`config.mk`:
```
export PLATFORM = sky130hd
export DESIGN_NAME = tpu_loader
export DESIGN_NICKNAME = d
export VERILOG_FILES = /design/src/rtl/tpu_loader.sv
export SDC_FILE = /design/constraint.sdc
export NUM_CORES = 1
export LEC_CHECK = 0
export ABC_AREA = 1
export CELL_PAD_IN_SITES_DETAIL_PLACEMENT = 0
export CELL_PAD_IN_SITES_GLOBAL_PLACEMENT = 2
export CORE_MARGIN = 2
export CORE_UTILIZATION = 25
export DETAILED_ROUTE_END_ITERATION = 10
export GPL_TIMING_DRIVEN = 0
export PLACE_DENSITY = 0.84
export SLEW_MARGIN = 20
export SYNTH_ARGS = -nofsm -noshare
export SYNTH_HDL_FRONTEND = slang
export SYNTH_SLANG_ARGS = --single-unit
```
`constraint.sdc`:
```
create_clock -name clk -period 3.3 [get_ports clk]
set_input_delay 0.66 -clock clk [delete_from_list [all_inputs] [get_ports clk]]
set_output_delay 0.66 -clock clk [all_outputs]
set_load 0.05 [all_outputs]
```
`src/rtl/tpu_loader.sv`:
```
// Streams a block of words into TPU SRAM, then fires a one-cycle start pulse to the core.
// Handshake: a word transfers on any rising edge where s_valid and s_ready are both high.
module tpu_loader #(
  parameter int datawith = 16,
  parameter int addr_w   = 10
) (
  input  logic                clk,
  input  logic                rst,
  input  logic                load_req,
  input  logic [addr_w-1:0]   base_addr,
  input  logic [addr_w-1:0]   word_count,
  input  logic                s_valid,
  input  logic [datawith-1:0] s_data,
  output logic                s_ready,
  output logic [addr_w-1:0]   write_addr,
  output logic [datawith-1:0] data_out,
  output logic                write_en,
  output logic                tpu_start,
  output logic                busy,
  output logic                load_done,
  output logic                wrap_err
);

  typedef enum logic [1:0] {IDLE, LOAD, FLUSH, START} state_t;

  state_t              state, state_next;
  logic [addr_w-1:0]   ptr;
  logic [addr_w-1:0]   remaining;
  logic [addr_w-1:0]   count;
  logic                zero_done;
  logic                accept;
  logic                start_load;

  assign accept     = s_valid && s_ready;
  assign start_load = (state == IDLE) && load_req;

  always_comb begin
    state_next = state;
    s_ready    = 1'b0;
    busy       = 1'b0;
    tpu_start  = 1'b0;
    load_done  = zero_done;
    case (state)
      IDLE: begin
        if (load_req && (word_count != '0)) state_next = LOAD;
      end
      LOAD: begin
        busy    = 1'b1;
        s_ready = (remaining != '0);
        if (accept && (remaining == addr_w'(1))) state_next = FLUSH;
      end
      FLUSH: begin
        busy       = 1'b1;
        state_next = START;
      end
      START: begin
        busy       = 1'b1;
        tpu_start  = 1'b1;
        load_done  = 1'b1;
        state_next = IDLE;
      end
      default: state_next = IDLE;
    endcase
  end

  always_ff @(posedge clk) begin
    if (rst) begin
      state      <= IDLE;
      ptr        <= '0;
      remaining  <= '0;
      count      <= '0;
      zero_done  <= 1'b0;
      write_en   <= 1'b0;
      write_addr <= '0;
      data_out   <= '0;
      wrap_err   <= 1'b0;
    end else begin
      state     <= state_next;
      write_en  <= accept;
      zero_done <= 1'b0;
      if (start_load) begin
        ptr       <= base_addr;
        remaining <= word_count;
        count     <= word_count;
        wrap_err  <= 1'b0;
        zero_done <= (word_count == '0);
      end
      if (accept) begin
        write_addr <= ptr;
        data_out   <= s_data;
        ptr        <= ptr + addr_w'(1);
        remaining  <= remaining - addr_w'(1);
        // Pointer at 0 on any word but the first means it rolled over the top of SRAM.
        if ((ptr == '0) && (remaining != count)) wrap_err <= 1'b1;
      end
    end
  end

endmodule

```
-- After elaboration in Yosys (flattened, before gate mapping)
Cells that the tools add are included.
- add/sub/neg operators: 2
- equality and inequality tests: 7
- muxes and demuxes: 14
- bitwise gates (word level): 1
- reductions and logical operators: 14
- operators by type and width (cell ; count):
    $mux 10 ; 4
    $logic_not 10->1 ; 2
    $reduce_bool 10->1 ; 2
    $add 10x1->10 const B ; 1
    $eq 10x1->1 const B ; 1
    $ne 10x10->1 ; 1
    $sub 10x1->10 const B ; 1
    $pmux 2 s4 ; 1
    $mux 1 ; 7
    $logic_and 1x1->1 ; 5
    $eq 2x2->1 const B ; 2
    $mux 2 ; 2
    $reduce_or 3->1 ; 1
    $eq 2x1->1 const B ; 1
    $logic_not 2->1 ; 1
    $ne 2x1->1 const B ; 1
    $ne 2x2->1 const B ; 1
    $reduce_and 2->1 ; 1
    $reduce_bool 2->1 ; 1
    $reduce_or 2->1 ; 1
    $not 1->1 ; 1
- flip-flop bits (word level): 61
- bits of input ports: 40
- output and inout port bits: 32
- word-level logic and storage cells: 47

-- Logic depth before layout (Yosys ltp)
Gate-level depths: netlist (run 1).
- depth after elaboration: 6
- mapped depth: 12
- depth with buffers taken out: 12

-- Worst setup path before layout (run 1)
No wires, ideal clock.
- path type: register -> output
- from: register remaining[0]
- to: output s_ready
- data arrival time: 1207 ps
- required time: 2640 ps
- slack: 1433 ps
- cell stages (with the launch flop): 8
- buffers on the path: 0
- cell sequence: dfxtp_1 > inv_1 > ha_1 > nand2_1 > nor2_2 > nand2_2 > nand2_1 > inv_1
- word-level cells in the longest chain between the ends: 2
- ends and longest elaborated chain (item ; RTL line ; text):
    start: declaration ; 28 ; logic [addr_w-1:0] remaining;
    start signal: assignment ; 83 ; remaining <= word_count;
    start signal: assignment ; 92 ; remaining <= remaining - addr_w'(1);
    $reduce_bool 10->1 ; 49 ; s_ready = (remaining != '0);
    $mux 1 ; 43 ; case (state)
    end: declaration ; 14 ; output logic s_ready,
Every way passes these cells.

-- Final worst setup path (run 1)
Same ends and word-level chain as after synthesis.

==> results.txt, run 1 <==
Outcome: finished clean
WHS Endpoint: data_out[14]
Post-CTS Setup Bufs: 0
Cells after synthesis: 434
Sequential cell area fraction in the yosys report: 40.3%
Vias in the first global route: 2899
Crit Path Max Fanout: 5
Clk Latency, worst-skew pair: 0.33 ns
Final worst slack: 0.441 ns
Gpl congestion: 0.792
Ranking of synthesized cells by area: dfxtp_1 (40%), nand2_1 (17%), a21oi_1 (8.4%)
Final period utilization: 86.6%
Slowest stage delay, CP: 0.79 ns
Slowest cell on crit path: clkdlybuf4s50_1
Clock sink count: 61
Post-Route WL: 9060 µm
Endpoints failing hold: 0
Async set-reset flop share out of synthesis: 0%
Drt wl/cell: 13.6 µm
Max-cap violations: 0
CP startpoint kind: register
Layout cells sized above 1: 6.91%
Clk buf depth: 2
Power Total: 0.00386 W
ANT nets after route: 0
Hold path depth: 2
GRT overflow: 0
HPWL after detailed placement: 6640 µm
Netlist cell types: 28
Die X: 114 µm
Initial drt markers: 96
Worst Path Required: 2.64 ns
Pre-CTS setup slack: 0.662 ns
# nets final: 566
Total Routing Usage GR: 14.6%
Standard-cell rows: 40
# DRC: 0
Post-synth EDFFs: 0
Top cell type's share of synthesized area: 40.3%
Worst slew pin tran: 0.587 ns
Core area: 11900 µm²
Slew margin rel.: 60.8%
Top cell type by total area after synthesis: dfxtp_1
Initial antenna violation count: 0
First-pass GRT wire length: 14800 µm
Arr. time, crit path: 2.20 ns
Largest net degree at the start of global routing: 11
# IOs: 72
Worst r2r path cells: 9
Top cells by count, synth: nand2_1 (139), dfxtp_1 (61), a21oi_1 (51)
# port buffers: 71
Hold Crit Start: data_out[14]
Final min period: 2.86 ns
Worst r2r src: state[0]
Clock slew at reported path FFs: 0.05 ns
Die Y: 114 µm
CTS Buf Count: 9
Power per cell area: 905 nW/µm²
Initial Util: 25.4%
LEAKAGE: 1.77 nW
Avg Inst Size Synth: 6.98 µm²
ANT cells: 0
Vias/cell: 4.44
Max Used Layer: met4
Final setup TNS: 0 ns
Min-delay worst type: register to register
Crit. End Element: output pin
# setup viols final: 0
YS warnings: 0
Slew Viols, Final: 0
Synth Flop Type: dfxtp_1
CP cell instances: inv_1, ha_1, nand2_1, nor2_2, nand2_2, nand2_1, inv_1, clkdlybuf4s50_1
CTS resizes: 0
Hold buffer count at cts: 0
Count leader, synth: nand2_1
M1 WL: 4340 µm
Mapped Area: 3030 µm²
Kind of critical path: register to output pin
Die ar.: 13000 µm²
Routed length on met2: 4260 µm
CTS root buffer: clkbuf_16
Via count: 2968
R2R setup slack: 1.11 ns
Hold Worst Slack: 0.462 ns
Max VDD drop: 320 µV
DR WL met3: 381 µm
H-Tree Level Count: 3
Synthesized flop and latch total: 61
RSZ-0062 raised after global routing: no
Synthesis-to-finish area growth: 40.8%
Fmax: 0.350 GHz
1st-pass router iterations: 4
R2r endpoint: remaining[9]
Syn nets: 484
CTS tree: yes
Setup Skew: 0.00932 ns
==> logic make-up (layout without fill, tap and decap cells) <==
logic type                 count (synthesis)  after routing  synth area share, %
and+or+nand+nor                          212            212                 28.8
adders and majority gates                 10             10                 4.13
DFF                                       61             61                 40.3
AOI/OAI and AO/OA                         77             77                 12.9
xor gates and xnor gates                  19             19                 5.49
buffers and inverters                     55            142                 8.38
==> registers in the layout (all words and copies together), names as in the netlist <==
register    cells
ptr            10
state           2
write_addr     10
wrap_err        1
data_out       16
remaining      10
write_en        1
count          10
zero_done       1
==> worst max-delay path: cells and delay by family (launching register included) <==
family	cells	cell delay (ns)
AND/OR/NAND/NOR	4	0.28
buffers and inverters	3	0.98
adder cells (fa/ha/maj)	1	0.21
flip-flops	1	0.42
==> power breakdown <==
| part | switching, W | internal [W] | total [W] |
|---|---|---|---|
| Sequential | 0.000151 | 0.000914 | 0.00107 |
| Clock | 0.000325 | 0.000757 | 0.00108 |
| Combinational | 0.00110 | 0.000613 | 0.00172 |
==> area by class of cell <==
cell class | instances | area [µm²]
inverter | 35 | 131
tap | 147 | 184
sequential | 61 | 1220
multi-input combinational | 318 | 1560
clock buffer | 12 | 246
fill | 1319 | 7640
clock inverter | 4 | 95.1
timing repair buffer | 71 | 711
buffer | 20 | 123
==> layout by cell type, fill, tap and decap left out <==
cell             instances
a21oi_1                 51
nor3_1                   2
xor2_1                  13
o21ai_1                  2
nand3_1                 22
a211oi_1                 1
inv_2                    2
clkinv_1                 1
nor4_1                   1
nand2_4                  1
clkbuf_8                 1
clkbuf_1                11
ha_1                    10
nand2_2                  2
clkbuf_16                9
a31oi_1                  1
buf_4                    1
xnor2_1                  6
nand2_1                139
bufinv_16                3
or2_2                    4
buf_2                    5
buf_6                    5
nor2_1                  37
clkdlybuf4s50_1         71
clkinv_2                 1
nand3_4                  1
o21ai_0                 21
nand4_1                  2
o31ai_1                  1
inv_1                   32
nor2_2                   1
dfxtp_1                 61
==> worst max-delay path by stage <==
stage	start	to	slack, ns	depth (start not counted)
4_1_cts	remaining[0]	s_ready	0.42	8
5_1_grt	remaining[0]	s_ready	0.31	8
2_1_floorplan	remaining[0]	s_ready	1.43	7
3_5_place_dp	load_req	ptr[9]	0.66	8
3_3_place_gp	load_req	ptr[9]	0.65	8
6_report	remaining[0]	s_ready	0.44	8
==> per-stage QoR <==
stage                     std cells  utilization (%)  area (µm²)
after global routing            668             35.8        4270
after CTS                       668             35.8        4270
after global placement          652             33.0        3930
final                           668             35.8        4270
after floorplan                 434                -        3030
after detailed placement        652             33.0        3930
==> routing by layer <==
metal,up-vias,global-route usage [%]
li1,1536,-
met1,1362,18.5
met2,61,24.8
met3,9,3.97
met4,0,3.17
met5,-,0
Power figures use the tool's default switching activity.
==> run 2: changes to the inputs <==
REMOVE_ABC_BUFFERS = 1   (was default)
clock period = 3.6 ns   (was 3.3 ns; I/O delays follow)
==> results.txt, run 2 (synthesis results as in run 1) <==
Post-Route WL: 8090 µm (-11%)
Largest register FFs: 16 (unchanged)
Hold path depth: 2 (unchanged)
Initial antenna violation count: 0 (unchanged)
Clock sink count: 61 (unchanged)
Via count: 2901 (-2.3%)
R2r endpoint: ptr[0]
Pre-CTS setup slack: 0.268 ns (-0.394 ns)
Final period utilization: 81.2%
Power per cell area: 798 nW/µm² (-12%)
Top reg by flops: data_out
H-Tree Level Count: 3 (unchanged)
ANT cells: 0 (unchanged)
First-pass GRT wire length: 13500 µm (-8.5%)
LEAKAGE: 1.70 nW (-4.0%)
Vias in the first global route: 2879 (-0.69%)
Hold Worst Slack: 0.461 ns (-0.000295 ns)
Worst r2r path cells: 7 (-2)
Crit Path Max Fanout: 26 (+21)
# DRC: 0 (unchanged)
CP startpoint kind: input pin
CTS Buf Count: 9 (unchanged)
Worst Path Required: 3.85 ns (+1.21 ns)
Hold buffer count at cts: 0 (unchanged)
Die Y: 114 µm (unchanged)
1st-pass router iterations: 4 (unchanged)
Core area: 11900 µm² (unchanged)
Min-delay worst type: register to register
# setup viols final: 0 (unchanged)
HPWL after detailed placement: 5450 µm (-18%)
CTS tree: yes
Most common cell after layout, fill and taps aside: nand2_1
CTS resizes: 0 (unchanged)
# nets final: 547 (-3.4%)
# port buffers: 71 (unchanged)
Initial drt markers: 107 (+11%)
RSZ-0062 raised after global routing: no
Max-cap violations: 0 (unchanged)
Clk Latency, worst-skew pair: 0.33 ns (about the same)
GRT overflow: 0 (unchanged)
Slew Viols, Final: 0 (unchanged)
Layout cells sized above 1: 5.58% (-1.3 points)
Worst slew pin tran: 0.827 ns (+0.240 ns)
Kind of critical path: input pin to register
R2R setup slack: 0.82 ns (-0.29 ns)
Clock slew at reported path FFs: 0.05 ns (about the same)
Final setup TNS: 0 ns (unchanged)
Clk buf depth: 2 (unchanged)
Total Routing Usage GR: 13.3% (-1.3 points)
Crit. End Element: register
CTS root buffer: clkbuf_16
WHS Endpoint: write_addr[6]
Max VDD drop: 230 µV (-28%)
Die ar.: 13000 µm² (unchanged)
Largest net degree at the start of global routing: 51 (+40)
Gpl congestion: 0.778 (-1.8%)
# IOs: 72 (unchanged)
Endpoints failing hold: 0 (unchanged)
Fin util: 34.6% (-1.3 points)
Die X: 114 µm (unchanged)
Outcome: finished clean
Commonest cells after routing, fill and taps aside: nand2_1 (139), clkdlybuf4s50_1 (70), dfxtp_1 (61)
Arr. time, crit path: 3.18 ns (+0.98 ns)
Synthesis-to-finish area growth: 35.9%
Final min period: 2.92 ns
ANT nets after route: 0 (unchanged)
Hold Crit Start: write_addr[6]
Slew margin rel.: 44.5% (-16 points)
Standard-cell rows: 40 (unchanged)
Fmax: 0.342 GHz
Setup Skew: 0.00656 ns (-0.00275 ns)
Drt wl/cell: 12.5 µm (-8.1%)
Initial Util: 25.4% (unchanged)
Final worst slack: 0.678 ns (+0.236 ns)
Post-CTS Setup Bufs: 0 (unchanged)
Vias/cell: 4.47 (+0.60%)
Worst r2r src: state[0]
-- run 2: changes by cell type in the layout (fill, tap and decap cells not counted), sizes merged --
cell,delta
clkdlybuf4s50,-1
buf,-9
clkbuf,-10
clkinv,+3
bufinv,-2
-- run 2: area by class of cell --
type	count	area, µm²
clock buffers	11	243
clock inverters	5	50.0
fillers	1322	7790
inverters	35	131
multi-input cells	318	1560
flip-flops and latches	61	1220
well taps	147	184
repair buffers	72	733
-- run 2: how the worst max path moves through the flow --
stage | from | to | cells after the start
floorplan | load_req | remaining[9] | 6
global placement | rst | remaining[0] | 4
detailed placement | load_req | ptr[0] | 6
CTS | load_req | ptr[0] | 6
global route | load_req | remaining[9] | 7
finish | load_req | ptr[0] | 6
-- run 2: power breakdown --
group | leakage (nW) | switching (W) | internal [W]
Sequential | 0.498 | 0.000144 | 0.000838
Clock | 0.149 | 0.000294 | 0.000549
Combinational | 1.05 | 0.000952 | 0.000509
Total | 1.70 | 0.00139 | 0.00190
-- run 2: metal layers --
layer	vias to the layer above	wire length [µm]	track usage [%]
met3	11	596	4.71
met1	1316	3750	16.3
met2	72	3630	21.5
met5	-	0	0
li1	1502	-	-
met4	0	116	4.88
-- run 2: metrics by stage --
| stage | std cells | area [µm²] | power, W |
|---|---|---|---|
| after global placement | 632 | 3800 | 0.00245 |
| after CTS | 649 | 4120 | 0.00335 |
| final | 649 | 4120 | 0.00329 |
| after global routing | 649 | 4120 | 0.00357 |
| after floorplan | 414 | 2910 | 0.00202 |
| after detailed placement | 633 | 3820 | 0.00247 |
-- run 2: critical path: stages --
cell	delay (ns)
clkdlybuf4s50_1	0.43
nand2_1	0.51
clkinv_1	0.87
o21ai_0	0.40
nand2_1	0.08
a21oi_1	0.15
